### src/rtl/rtc_bus_pkg.sv
// Shared constants for the RTC bus controller: state codes, default phase timing,
// bus widths and the power-up INIT write table.
package rtc_bus_pkg;

  localparam int ADDR_W = 7;
  localparam int DATA_W = 8;
  localparam int CNT_W  = 8;

  localparam int T_SETUP_DEF = 2;
  localparam int T_PULSE_DEF = 4;
  localparam int T_HOLD_DEF  = 2;
  localparam int T_GAP_DEF   = 2;

  localparam logic [3:0] ST_INIT  = 4'd0;
  localparam logic [3:0] ST_IDLE  = 4'd1;
  localparam logic [3:0] ST_A_SET = 4'd2;
  localparam logic [3:0] ST_A_STB = 4'd3;
  localparam logic [3:0] ST_A_HLD = 4'd4;
  localparam logic [3:0] ST_GAP   = 4'd5;
  localparam logic [3:0] ST_D_SET = 4'd6;
  localparam logic [3:0] ST_D_STB = 4'd7;
  localparam logic [3:0] ST_D_HLD = 4'd8;
  localparam logic [3:0] ST_DONE  = 4'd9;

  // Both INIT writes target the control register: soft reset, then release.
  localparam logic [ADDR_W-1:0] INIT_ADDR = 7'h02;

  function automatic logic [DATA_W-1:0] init_data(input logic idx);
    return idx ? 8'h00 : 8'h10;
  endfunction

endpackage

### src/rtl/rtc_phase_timer.sv
// Loadable down-counter timing each bus phase; expired is high while the count is zero.
module rtc_phase_timer #(
  parameter int W = 8
) (
  input  logic         CLK,
  input  logic         RST_n,
  input  logic         load,
  input  logic [W-1:0] load_val,
  output logic         expired
);

  logic [W-1:0] cnt;

  always_ff @(posedge CLK or negedge RST_n) begin
    if (!RST_n) begin
      cnt <= '0;
    end else if (load) begin
      cnt <= load_val;
    end else if (cnt != '0) begin
      cnt <= cnt - 1'b1;
    end
  end

  assign expired = (cnt == '0);

endmodule

### src/rtl/rtc_bus_ctrl.sv
// Turns each Acceso request into an address+data bus cycle on the RTC pins, ending in one FRW pulse.
// Macro RTC_INIT_EN: after reset, run the two-write soft-reset sequence before the first FRW.
module rtc_bus_ctrl
  import rtc_bus_pkg::*;
#(
  parameter int T_SETUP = T_SETUP_DEF,
  parameter int T_PULSE = T_PULSE_DEF,
  parameter int T_HOLD  = T_HOLD_DEF,
  parameter int T_GAP   = T_GAP_DEF
) (
  input  logic              CLK,
  input  logic              RST_n,
  input  logic              Acceso,
  input  logic              Mod,
  input  logic [ADDR_W-1:0] Dir,
  input  logic [DATA_W-1:0] DatoEsc,
  output logic              FRW,
  output logic [DATA_W-1:0] DatoLeido,
  output logic              Ocupado,
  output logic              CS_n,
  output logic              RD_n,
  output logic              WR_n,
  output logic              AD,
  output logic [DATA_W-1:0] AD_out,
  output logic              AD_oe,
  input  logic [DATA_W-1:0] AD_in
);

  localparam logic [CNT_W-1:0] LD_SETUP = CNT_W'(T_SETUP - 1);
  localparam logic [CNT_W-1:0] LD_PULSE = CNT_W'(T_PULSE - 1);
  localparam logic [CNT_W-1:0] LD_HOLD  = CNT_W'(T_HOLD - 1);
  localparam logic [CNT_W-1:0] LD_GAP   = CNT_W'(T_GAP - 1);

  logic [3:0]        state, state_nxt;
  logic              tmr_load, tmr_exp;
  logic [CNT_W-1:0]  tmr_val;
  logic              acceso_q, start;
  logic              mod_q;
  logic [ADDR_W-1:0] dir_q;
  logic [DATA_W-1:0] dat_q;
`ifdef RTC_INIT_EN
  logic              init_busy, init_idx;
`endif

  assign start = Acceso & ~acceso_q & (state == ST_IDLE);

  rtc_phase_timer #(.W(CNT_W)) u_timer (
    .CLK      (CLK),
    .RST_n    (RST_n),
    .load     (tmr_load),
    .load_val (tmr_val),
    .expired  (tmr_exp)
  );

  // The timer is reloaded on the same edge that enters each timed phase.
  always_comb begin
    state_nxt = state;
    tmr_load  = 1'b0;
    tmr_val   = '0;
    case (state)
      ST_INIT: begin
`ifdef RTC_INIT_EN
        state_nxt = ST_A_SET;
        tmr_load  = 1'b1;
        tmr_val   = LD_SETUP;
`else
        state_nxt = ST_DONE;
`endif
      end
      ST_IDLE:  if (start)   begin state_nxt = ST_A_SET; tmr_load = 1'b1; tmr_val = LD_SETUP; end
      ST_A_SET: if (tmr_exp) begin state_nxt = ST_A_STB; tmr_load = 1'b1; tmr_val = LD_PULSE; end
      ST_A_STB: if (tmr_exp) begin state_nxt = ST_A_HLD; tmr_load = 1'b1; tmr_val = LD_HOLD;  end
      ST_A_HLD: if (tmr_exp) begin state_nxt = ST_GAP;   tmr_load = 1'b1; tmr_val = LD_GAP;   end
      ST_GAP:   if (tmr_exp) begin state_nxt = ST_D_SET; tmr_load = 1'b1; tmr_val = LD_SETUP; end
      ST_D_SET: if (tmr_exp) begin state_nxt = ST_D_STB; tmr_load = 1'b1; tmr_val = LD_PULSE; end
      ST_D_STB: if (tmr_exp) begin state_nxt = ST_D_HLD; tmr_load = 1'b1; tmr_val = LD_HOLD;  end
      ST_D_HLD: if (tmr_exp) begin
        state_nxt = ST_DONE;
`ifdef RTC_INIT_EN
        if (init_busy && !init_idx) begin
          state_nxt = ST_A_SET;
          tmr_load  = 1'b1;
          tmr_val   = LD_SETUP;
        end
`endif
      end
      ST_DONE:  state_nxt = ST_IDLE;
      default:  state_nxt = ST_IDLE;
    endcase
  end

  always_ff @(posedge CLK or negedge RST_n) begin
    if (!RST_n) begin
      state     <= ST_INIT;
      acceso_q  <= 1'b0;
      mod_q     <= 1'b0;
      dir_q     <= '0;
      dat_q     <= '0;
      DatoLeido <= '0;
`ifdef RTC_INIT_EN
      init_busy <= 1'b0;
      init_idx  <= 1'b0;
`endif
    end else begin
      state    <= state_nxt;
      acceso_q <= Acceso;
      if (start) begin
        mod_q <= Mod;
        dir_q <= Dir;
        dat_q <= DatoEsc;
      end
      if (state == ST_D_STB && tmr_exp && !mod_q) begin
        DatoLeido <= AD_in;
      end
`ifdef RTC_INIT_EN
      if (state == ST_INIT) begin
        mod_q     <= 1'b1;
        dir_q     <= INIT_ADDR;
        dat_q     <= init_data(1'b0);
        init_busy <= 1'b1;
        init_idx  <= 1'b0;
      end else if (state == ST_D_HLD && tmr_exp && init_busy) begin
        if (!init_idx) begin
          init_idx <= 1'b1;
          dat_q    <= init_data(1'b1);
        end else begin
          init_busy <= 1'b0;
        end
      end
`endif
    end
  end

  // Pin levels decode straight from the state register so an async reset idles the bus at once.
  always_comb begin
    CS_n   = 1'b1;
    RD_n   = 1'b1;
    WR_n   = 1'b1;
    AD     = 1'b0;
    AD_oe  = 1'b0;
    AD_out = '0;
    FRW    = 1'b0;
    case (state)
      ST_A_SET, ST_A_STB, ST_A_HLD: begin
        CS_n   = 1'b0;
        AD_oe  = 1'b1;
        AD_out = {1'b0, dir_q};
        WR_n   = (state != ST_A_STB);
      end
      ST_D_SET, ST_D_STB, ST_D_HLD: begin
        AD   = 1'b1;
        CS_n = 1'b0;
        if (mod_q) begin
          AD_oe  = 1'b1;
          AD_out = dat_q;
          WR_n   = (state != ST_D_STB);
        end else begin
          RD_n = (state != ST_D_STB);
        end
      end
      ST_DONE: FRW = 1'b1;
      default: ;
    endcase
  end

  assign Ocupado = RST_n & (state != ST_IDLE);

endmodule
### config.mk
export PLATFORM = sky130hd
export DESIGN_NAME = rtc_bus_ctrl
export DESIGN_NICKNAME = d
export VERILOG_FILES = /design/src/rtl/rtc_bus_pkg.sv /design/src/rtl/rtc_phase_timer.sv /design/src/rtl/rtc_bus_ctrl.sv
export SDC_FILE = /design/constraint.sdc
export NUM_CORES = 1
export LEC_CHECK = 0
export ABC_AREA = 1
export CAP_MARGIN = 20
export CORE_AREA = 10 10 80 82
export DETAILED_ROUTE_END_ITERATION = 6
export DIE_AREA = 0 0 90 92
export PLACE_DENSITY = 0.71
export SLEW_MARGIN = 0
export SYNTH_ARGS = -nofsm -noshare
export SYNTH_HDL_FRONTEND = slang
export SYNTH_HIERARCHICAL = 1
export SYNTH_SLANG_ARGS = --single-unit
export TNS_END_PERCENT = 1
### constraint.sdc
create_clock -name CLK -period 1.9 [get_ports CLK]
set_input_delay 0.475 -clock CLK [delete_from_list [all_inputs] [get_ports CLK]]
set_output_delay 0.475 -clock CLK [all_outputs]
set_load 0.01 [all_outputs]
* Word level (Yosys, flattened, before mapping)
Cells that the tools add are included.
** Storage, ports and cells
- Flip-flop bits (word level) :: 37
- Latch bits :: 0
- Memory bits (writable) :: 0
- Memory bits (read-only) :: 0
- Input bits :: 27
- Output and inout port bits :: 23
- Logic and storage cells :: 75
- Memories :: 0
** Cells by class
- $add $sub $neg :: 1
- $mul :: 0
- Div/mod/pow operators :: 0
- $lt $le $gt $ge :: 0
- Equality and inequality tests :: 20
- Shift-type cells :: 0
- Multiplexer cells :: 29
- Bitwise operators :: 4
- Reductions and logical operators :: 14
** Operators by type and width (count)
- case mux 4 bit (9 select lines) :: 1
- two-way mux 4 bit :: 8
- two-way mux 8 bit :: 3
- equality test 4 x 3 -> 1 bit, second input constant :: 4
- inequality test 2 bit, second input constant :: 8
- case mux 8 bit (2 select lines) :: 1
- OR reduction 6 bit :: 2
- two-way mux 1 bit :: 11
- equality test 4 x 2 -> 1 bit, second input constant :: 2
- equality test 4 bit, second input constant :: 2
- logical NOT 8 bit :: 1
- AND reduction 8 bit :: 1
- nonzero test 8 bit :: 1
- subtractor 8 x 1 -> 8 bit, second input constant :: 1
- case mux 1 bit (2 select lines) :: 3
- case mux 2 bit (3 select lines) :: 1
- OR reduction 3 bit :: 2
- equality test 4 x 1 -> 1 bit, second input constant :: 1
- logical NOT 4 bit :: 1
- inequality test 4 x 1 -> 1 bit, second input constant :: 1
- inequality test 4 x 2 -> 1 bit, second input constant :: 1
- inequality test 4 x 3 -> 1 bit, second input constant :: 1
- OR reduction 4 bit :: 1
- AND 1 bit :: 3
- other kinds (6) :: 7

* Depth between registers and ports, before layout
Gate-level depths: netlist of the first run.
- Word-level depth :: 6
- Gate-level depth with buffers :: 13
- Mapped depth without buffers :: 10

* By module
Netlist of the first run, hierarchy kept.
** By module, submodules not included
- rtc_bus_ctrl :: times used 1, cells each 212, area each 1594.0 sq um, sequential area each 725.7 sq um
- rtc_phase_timer :: times used 1, cells each 74, area each 518.0 sq um, sequential area each 200.2 sq um

* Least setup slack after synthesis of the first run
No wires, ideal clock.
- Kind :: register to register
- Start point :: reg u_timer.cnt[0]
- End point :: reg u_timer.cnt[0]
- Library setup time :: 0.118 ns
- Arrival time :: 1.870 ns
- Required time :: 1.782 ns
- Slack :: -0.088 ns
- Cell stages (with the launch flop) :: 11
- Path buffers :: 1
- Period minus slack after synthesis :: 1.988 ns
- Path through :: dfrtp_1 -> inv_1 -> ha_1 -> nand3_2 -> nor2_4 -> inv_2 -> o31ai_1 -> clkbuf_4 -> o21ai_0 -> nand2_1 -> o21ai_2
** On the way
- Cells in the longest elaborated chain, start to end :: 4
- Elaborated cells between the ends (all ways) :: 11
- Classes of those cells :: 1 x add/sub; 7 x mux; 3 x reduce/logical
** RTL lines
- from (decl) :: line rtc_phase_timer.sv:12 : logic [W-1:0] cnt;
- from (signal assigned) :: line rtc_phase_timer.sv:18 : cnt <= load_val;
- from (signal assigned) :: line rtc_phase_timer.sv:20 : cnt <= cnt - 1'b1;
- logical NOT 8 bit * :: line rtc_phase_timer.sv:24 : assign expired = (cnt == '0);
- net tmr_exp :: line rtc_bus_ctrl.sv:35 : logic tmr_load, tmr_exp;
- two-way mux 1 bit *
- case mux 1 bit (2 select lines) * :: line rtc_bus_ctrl.sv:60 : case (state)
- net tmr_load :: line rtc_bus_ctrl.sv:35
- two-way mux 8 bit / nonzero test 2 bit (equally long branches)
Mark *: on every way through the listed nets, which the timed path passes. The rest lies on a longest branch. The select of a mux whose other input is x is not followed.
A chain may end at the register's enable or synchronous reset.

* Worst setup path in the final report of the first run
- Start point :: reg state[3]
- End point :: out AD_out[3]
** On the way
- Cells in the longest elaborated chain, start to end :: 3
- Elaborated cells between the ends (all ways) :: 9
- Classes of those cells :: 6 x eq/ne; 1 x mux; 2 x reduce/logical
** RTL lines
- from (decl) :: line rtc_bus_ctrl.sv:34 : logic [3:0] state, state_nxt;
- from (signal assigned) :: line rtc_bus_ctrl.sv:105 : state <= state_nxt;
- equality test 4 x 3 -> 1 bit, or another cell as far along :: line rtc_bus_ctrl.sv:143 : case (state)
- OR reduction 3 bit
- case mux 8 bit (2 select lines) * :: line rtc_bus_ctrl.sv:143
- to (decl) :: line rtc_bus_ctrl.sv:24 : output logic [DATA_W-1:0] AD_out,
Mark *: on every way between the ends. The rest lies on a longest branch, timed or not.

==> impl_metrics.tcl, run 1 <==
set metrics [dict create \
    final.setup_skew_ns 0.00226 \
    wire_per_inst_um 12.7 \
    nets 412 \
    chipHeight_um 92 \
    share_of_the_cycle_needed_by_the_critical_path_after_routing 1.09 \
    cts-root-to-sink-buffers 2 \
    synth-compound-area-share 0.102 \
    gpl.final_weighted_congestion 0.826 \
    tritoncts.num_buffers 5 \
    std_cell_rows 26 \
    post_synth_mux_area_share 0 \
    worst_ep_required_time_ns 1.42 \
    dr.pass1.iters 4 \
    timing_worst_setup_path_type "register to primary output" \
    antenna_found_initial 0 \
    number_of_warning_messages_in_the_yosys_log 6 \
    grt_use_total 0.139 \
    die-area_um2 8280 \
    slew_violations 0 \
    coreArea_um2 4910 \
    violations_in_the_final_reports "negative setup slack" \
    ranking_of_synthesized_cells_by_area "sky130_fd_sc_hd__dfrtp_1, sky130_fd_sc_hd__nand2_1, sky130_fd_sc_hd__nand3_1, sky130_fd_sc_hd__inv_1, sky130_fd_sc_hd__nor2_1" \
    clk_pin_slew_worst_paths_ns 0.07 \
    post_synth_most_frequent_cells "sky130_fd_sc_hd__nand2_1, sky130_fd_sc_hd__dfrtp_1, sky130_fd_sc_hd__nand3_1, sky130_fd_sc_hd__inv_1, sky130_fd_sc_hd__nor2_1" \
    vias 2133 \
    fp.dieW_um 90 \
    setup_ws_ns -0.170 \
    syn_area_um2 2110 \
    area_delta_synth_final_pct 50.5 \
    postSynthCellCount 286 \
    clock_tree.root_cell "sky130_fd_sc_hd__clkbuf_8" \
    antenna-diode-count 0 \
    p_per_area_nw_per_um2 1480 \
    wl_um 5780 \
    power.static_leakage_nw 1.65 \
    arrival_ns 1.59 \
    h_tree_level_count 2 \
    crit_path_max_fanout 5 \
    worst_skew_pair.late_latency_ns 0.29 \
    boundaryPins 50 \
    setup_viol 14 \
    synth_sequential_area_ratio 0.438 \
    netlist.area_leader.share 0.438 \
    edff_count_synth 0 \
    cell_with_the_most_instances_after_synthesis "sky130_fd_sc_hd__nand2_1" \
    synth-simple-area-share 0.362 \
    post-dp-hpwl_um 4250 \
    fin_setup_tns_ns -1.42 \
    post-place-ws_ns -0.329 \
    rsz0062_at_grt "true" \
    holdWs_ns 0.255 \
    share_of_post_route_cells_with_drive_strength_above_1 0.319 \
    synth-xor-area-share 0.00415 \
    postRouteAntennaNets 0 \
    cap_viol_max_count 0 \
    status "finished with violations" \
    clock_tree_from_tritoncts "done" \
    final.min_clock_period_ns 2.07 \
    grt_pass1_vias 2137 \
    critical_path.startpoint_type "register" \
    max_vdd_drop_mv 0.689 \
    combinational_family_with_the_most_area_after_synthesis "simple AND/OR/NAND/NOR gates" \
    worstHoldPathType "input port to async pin" \
    drt_iter0_drc 81 \
    grt_overflow 0 \
    critPathCaptureType "primary output" \
    share_of_flip_flops_with_an_asynchronous_set_or_reset 1.00 \
    vias_per_cell 4.69 \
    syn_area_per_cell_um2 7.38 \
    io_buffer_count 49 \
    pin_count_of_the_biggest_net_entering_global_routing 38 \
    primary_flip_flop_cell_chosen_by_synthesis_mapping "sky130_fd_sc_hd__dfrtp_1" \
    leading_area_contributor_after_synthesis "sky130_fd_sc_hd__dfrtp_1" \
    count_of_cell_types_in_the_netlist 32 \
    grt_first_pass_wirelength_um 9670 \
    arithmetic_cell_share_of_the_synthesized_area_counting_full_adders_half_adders_and_majority_gates 0.00592 \
    finalHoldViolations 0 \
    start_util 0.430 \
    tritoncts_num_sinks 37 \
    timing.fmax_mhz 483 \
    detail_route.drc_violations 0 \
    postSynthRegisterBits 37 \
    postLayoutCoreUtil 0.647 \
    total_power_mw 4.69 \
]
-- placed cells by master, fill, tap and decap left out, types with 2 or more instances in the layout --
master | synthesis | final
sky130_fd_sc_hd__nor2_1 | 25 | 18
sky130_fd_sc_hd__buf_6 | 1 | 3
sky130_fd_sc_hd__clkdlybuf4s50_1 | 0 | 33
sky130_fd_sc_hd__buf_4 | 1 | 41
sky130_fd_sc_hd__a21oi_1 | 2 | 2
sky130_fd_sc_hd__nand2_1 | 96 | 91
sky130_fd_sc_hd__clkbuf_2 | 0 | 2
sky130_fd_sc_hd__nand2_2 | 2 | 5
sky130_fd_sc_hd__o21ai_2 | 10 | 14
sky130_fd_sc_hd__conb_1 | 1 | 6
sky130_fd_sc_hd__nand3_1 | 34 | 34
sky130_fd_sc_hd__dfrtp_1 | 37 | 34
sky130_fd_sc_hd__buf_2 | 4 | 12
sky130_fd_sc_hd__inv_1 | 25 | 22
sky130_fd_sc_hd__o21ai_1 | 8 | 4
sky130_fd_sc_hd__inv_2 | 7 | 10
sky130_fd_sc_hd__nor2_4 | 2 | 7
sky130_fd_sc_hd__o21ai_0 | 8 | 8
sky130_fd_sc_hd__nor2_2 | 3 | 6
sky130_fd_sc_hd__clkbuf_8 | 0 | 6
sky130_fd_sc_hd__nand2_4 | 2 | 5
sky130_fd_sc_hd__dfrtp_2 | 0 | 3
-- per-stage QoR --
stage / area [um^2] / cells
2_1_floorplan: 2140 / 291
4_1_cts: 3080 / 450
3_3_place_gp: 2930 / 438
5_1_grt: 3180 / 455
6_report: 3180 / 455
3_5_place_dp: 2930 / 438
-- layer usage --
layer / vias up / track usage / part of all wire
li1: 1099 / - / -
met1: 979 / 0.161 / 0.43
met2: 44 / 0.240 / 0.50
met3: 11 / 0.0342 / 0.044
met4: 0 / 0.0570 / 0.022
met5: - / 0 / 0
-- worst paths after layout --
path | start | to | slack [ns] | cells after the start
min in group CLK | dat_q[2] | dat_q[2] | 0.47 | 2
max in group asynchronous | RST_n | state[2] | 1.29 | 2
worst min-delay path | RST_n | DatoLeido[4] | 0.25 | 2
worst max-delay path | state[3] | AD_out[3] | -0.17 | 8
worst max register to register | state[3] | u_timer/cnt[3] | 0.06 | 12
worst min register to register | dat_q[2] | dat_q[2] | 0.47 | 2
-- critical path, stage by stage, from the launching register on --
cell and delay (ns):
sky130_fd_sc_hd__dfrtp_1 0.43, sky130_fd_sc_hd__buf_4 0.16, sky130_fd_sc_hd__nor2_2 0.13, sky130_fd_sc_hd__nand2_2 0.10
sky130_fd_sc_hd__nand2_4 0.11, sky130_fd_sc_hd__buf_4 0.11, sky130_fd_sc_hd__nand2_1 0.04, sky130_fd_sc_hd__o21ai_1 0.07
sky130_fd_sc_hd__buf_2 0.15
-- cells by family after synthesis --
family / after synthesis
flops: 37
simple gates: 170
compound gates: 33
buf+inv: 43
fa+ha+maj: 1
xor+xnor: 1
other cells: 1
-- final cells by class --
cell class	instances	area, um^2
Clock buffer	6	82.6
Sequential cell	37	930
Timing Repair Buffer	93	771
Tap cell	70	87.6
Inverter	34	130
Fill cell	415	1730
Multi-Input combinational cell	213	1140
Clock inverter	2	37.5
-- state kept, by name (all words and copies together) (netlist names) --
signal       flops
DatoLeido        8
acceso_q         1
mod_q            1
state            4
u_timer/cnt      8
dir_q            7
dat_q            8
-- power by group --
group / internal [mW] / switching [mW]
sequential: 1.09 / 0.243
combinational: 1.20 / 1.44
clock: 0.427 / 0.283
total: 2.72 / 1.97
-- what timing repair did --
action / CTS / global route
buffers inserted: 3 / 4
endpoints found under the setup margin: 15 / 27
cloned: 1 / 1
pin swaps: 3 / 5
resized for setup: 58 / 36
hold buffers: 0 / 0
(Power assumes the default switching activity.)
==> run 2: changes to the inputs <==
Settings changed: CORE_AREA 10 10 80 82 to 2 2 72 74, DIE_AREA 0 0 90 92 to 0 0 74 76, PLACE_DENSITY 0.71 to 0.74.
==> impl_metrics.tcl, run 2 (synthesis results as in run 1) <==
set metrics [dict create \
    arrival_ns 1.59 \
    die-area_um2 5620 \
    timing.fmax_mhz 483 \
    grt_first_pass_wirelength_um 9390 \
    wl_um 5640 \
    std_cell_rows 26 \
    worst_skew_pair.late_latency_ns 0.29 \
    critPathSlowestCell "sky130_fd_sc_hd__dfrtp_1" \
    post-place-ws_ns -0.319 \
    setup_viol 12 \
    worstHoldPathType "input port to async pin" \
    reg2reg_slack_ns 0.12 \
    slew_violations 0 \
    post-dp-hpwl_um 3800 \
    max_vdd_drop_mv 0.675 \
    drt_iter0_drc 148 \
    clock_tree_from_tritoncts "done" \
    final.setup_skew_ns 0.00918 \
    crit_path_frequent_cell "sky130_fd_sc_hd__nor2_4" \
    antenna_found_initial 0 \
    vias 2145 \
    vias_per_cell 4.75 \
    fin_area_um2 3170 \
    grt_use_total 0.212 \
    final.fill_count 415 \
    critPathMaxStageDelay_ns 0.41 \
    h_tree_level_count 2 \
    chipHeight_um 76 \
    share_of_post_route_cells_with_drive_strength_above_1 0.301 \
    placed_cell_area_um2 2920 \
    clock_tree.root_cell "sky130_fd_sc_hd__clkbuf_8" \
    pin_count_of_the_biggest_net_entering_global_routing 38 \
    timing_worst_setup_path_type "register to primary output" \
    grt_overflow 0 \
    power.static_leakage_nw 1.64 \
    final.min_clock_period_ns 2.07 \
    tritoncts_num_sinks 37 \
    io_buffer_count 49 \
    grt_pass1_vias 2040 \
    worst_ep_required_time_ns 1.42 \
    setup_ws_ns -0.169 \
    gpl.final_weighted_congestion 0.849 \
    nets 409 \
    postRouteAntennaNets 0 \
    path_cells "inv_2, nor2_4, inv_4, nor2_8, nor2_4, buf_6, o21bai_1, buf_2" \
    multiInputGateArea_um2 1140 \
    largestRegisters "DatoLeido: 8 flops, dat_q: 8 flops, u_timer/cnt: 8 flops" \
    holdWs_ns 0.259 \
    violations_in_the_final_reports "negative setup slack" \
    area_delta_synth_final_pct 49.9 \
    fp.dieW_um 74 \
    critical_path.startpoint_type "register" \
    status "finished with violations" \
    detail_route.drc_violations 0 \
    clk_pin_slew_worst_paths_ns 0.08 \
    rsz0062_at_grt "true" \
    p_per_area_nw_per_um2 1460 \
    finalHoldViolations 0 \
    dr.pass1.iters 4 \
    antenna-diode-count 0 \
    most-common-layout-cells "sky130_fd_sc_hd__nand2_1, sky130_fd_sc_hd__buf_4, sky130_fd_sc_hd__dfrtp_1" \
    critPathCaptureType "primary output" \
    boundaryPins 50 \
    hold_buffers 0 \
    crit_path_max_fanout 4 \
    cts-root-to-sink-buffers 2 \
    mostFrequentLayoutCell "sky130_fd_sc_hd__nand2_1" \
    cap_viol_max_count 0 \
    start_util 0.430 \
    coreArea_um2 4910 \
    tritoncts.num_buffers 5 \
    sequential_cell_area_um2 930 \
    wire_per_inst_um 12.5 \
    share_of_the_cycle_needed_by_the_critical_path_after_routing 1.09 \
]
-- run 2: cell count changes in the layout (fill, tap and decap cells not counted), moves of 3 or more --
cell,delta
sky130_fd_sc_hd__buf_4,-5
sky130_fd_sc_hd__buf_2,-3
sky130_fd_sc_hd__buf_6,+3
sky130_fd_sc_hd__clkbuf_2,+3
sky130_fd_sc_hd__o21ai_2,-3
-- run 2: worst max-delay path: cells and delay by family (launching register included) --
| family | cells | cell delay [ns] |
|---|---|---|
| buffers and inverters | 4 | 0.43 |
| flip-flops | 1 | 0.41 |
| AND/OR/NAND/NOR | 3 | 0.35 |
| AO/OA/AOI/OAI | 1 | 0.13 |
-- run 2: final timing paths --
path / endpoint / cells after the start / startpoint
worst max-delay path: AD_oe / 8 / state[2]
worst min register to register: dat_q[6] / 2 / dat_q[6]
max in group asynchronous: state[3] / 2 / RST_n
worst max register to register: u_timer/cnt[1] / 13 / state[3]
worst min-delay path: u_timer/cnt[2] / 2 / RST_n
min in group CLK: dat_q[6] / 2 / dat_q[6]
-- run 2: routing by layer --
layer  vias up  wire length (um)  global-route usage
met5         -                 0                   0
met4         0                80              0.0564
met3         8               204              0.0463
li1       1088                 -                   -
met2        53              2840               0.346
met1       996              2520               0.281
-- run 2: through the flow --
step | cells | setup TNS (ns) | utilization | total power, mW
after floorplan | 291 | 0 | - | 2.61
after global placement | 436 | -2.65 | 0.594 | 3.62
after detailed placement | 436 | -2.93 | 0.594 | 3.64
after CTS | 450 | -2.02 | 0.629 | 4.43
after global routing | 452 | -2.69 | 0.645 | 5.03
final | 452 | -1.28 | 0.645 | 4.64
-- run 2: power breakdown --
part / switching, mW / total [mW] / internal (mW)
Combinational: 1.42 / 2.59 / 1.17
Clock: 0.271 / 0.699 / 0.428
Sequential: 0.257 / 1.35 / 1.09
-- run 2: repair_timing --
action	in CTS	in global routing
endpoints found under the setup margin	15	27
pin swaps	4	6
resized for setup	52	41
gates cloned	2	0
buffers inserted	4	2
-- run 2: cell type report --
class                      count  area share
multi-input combinational    213       0.362
sequential                    37       0.294
timing repair buffer          90       0.239
inverter                      34      0.0411
tap                           70      0.0277
clock buffer                   7      0.0273
clock inverter                 1     0.00948
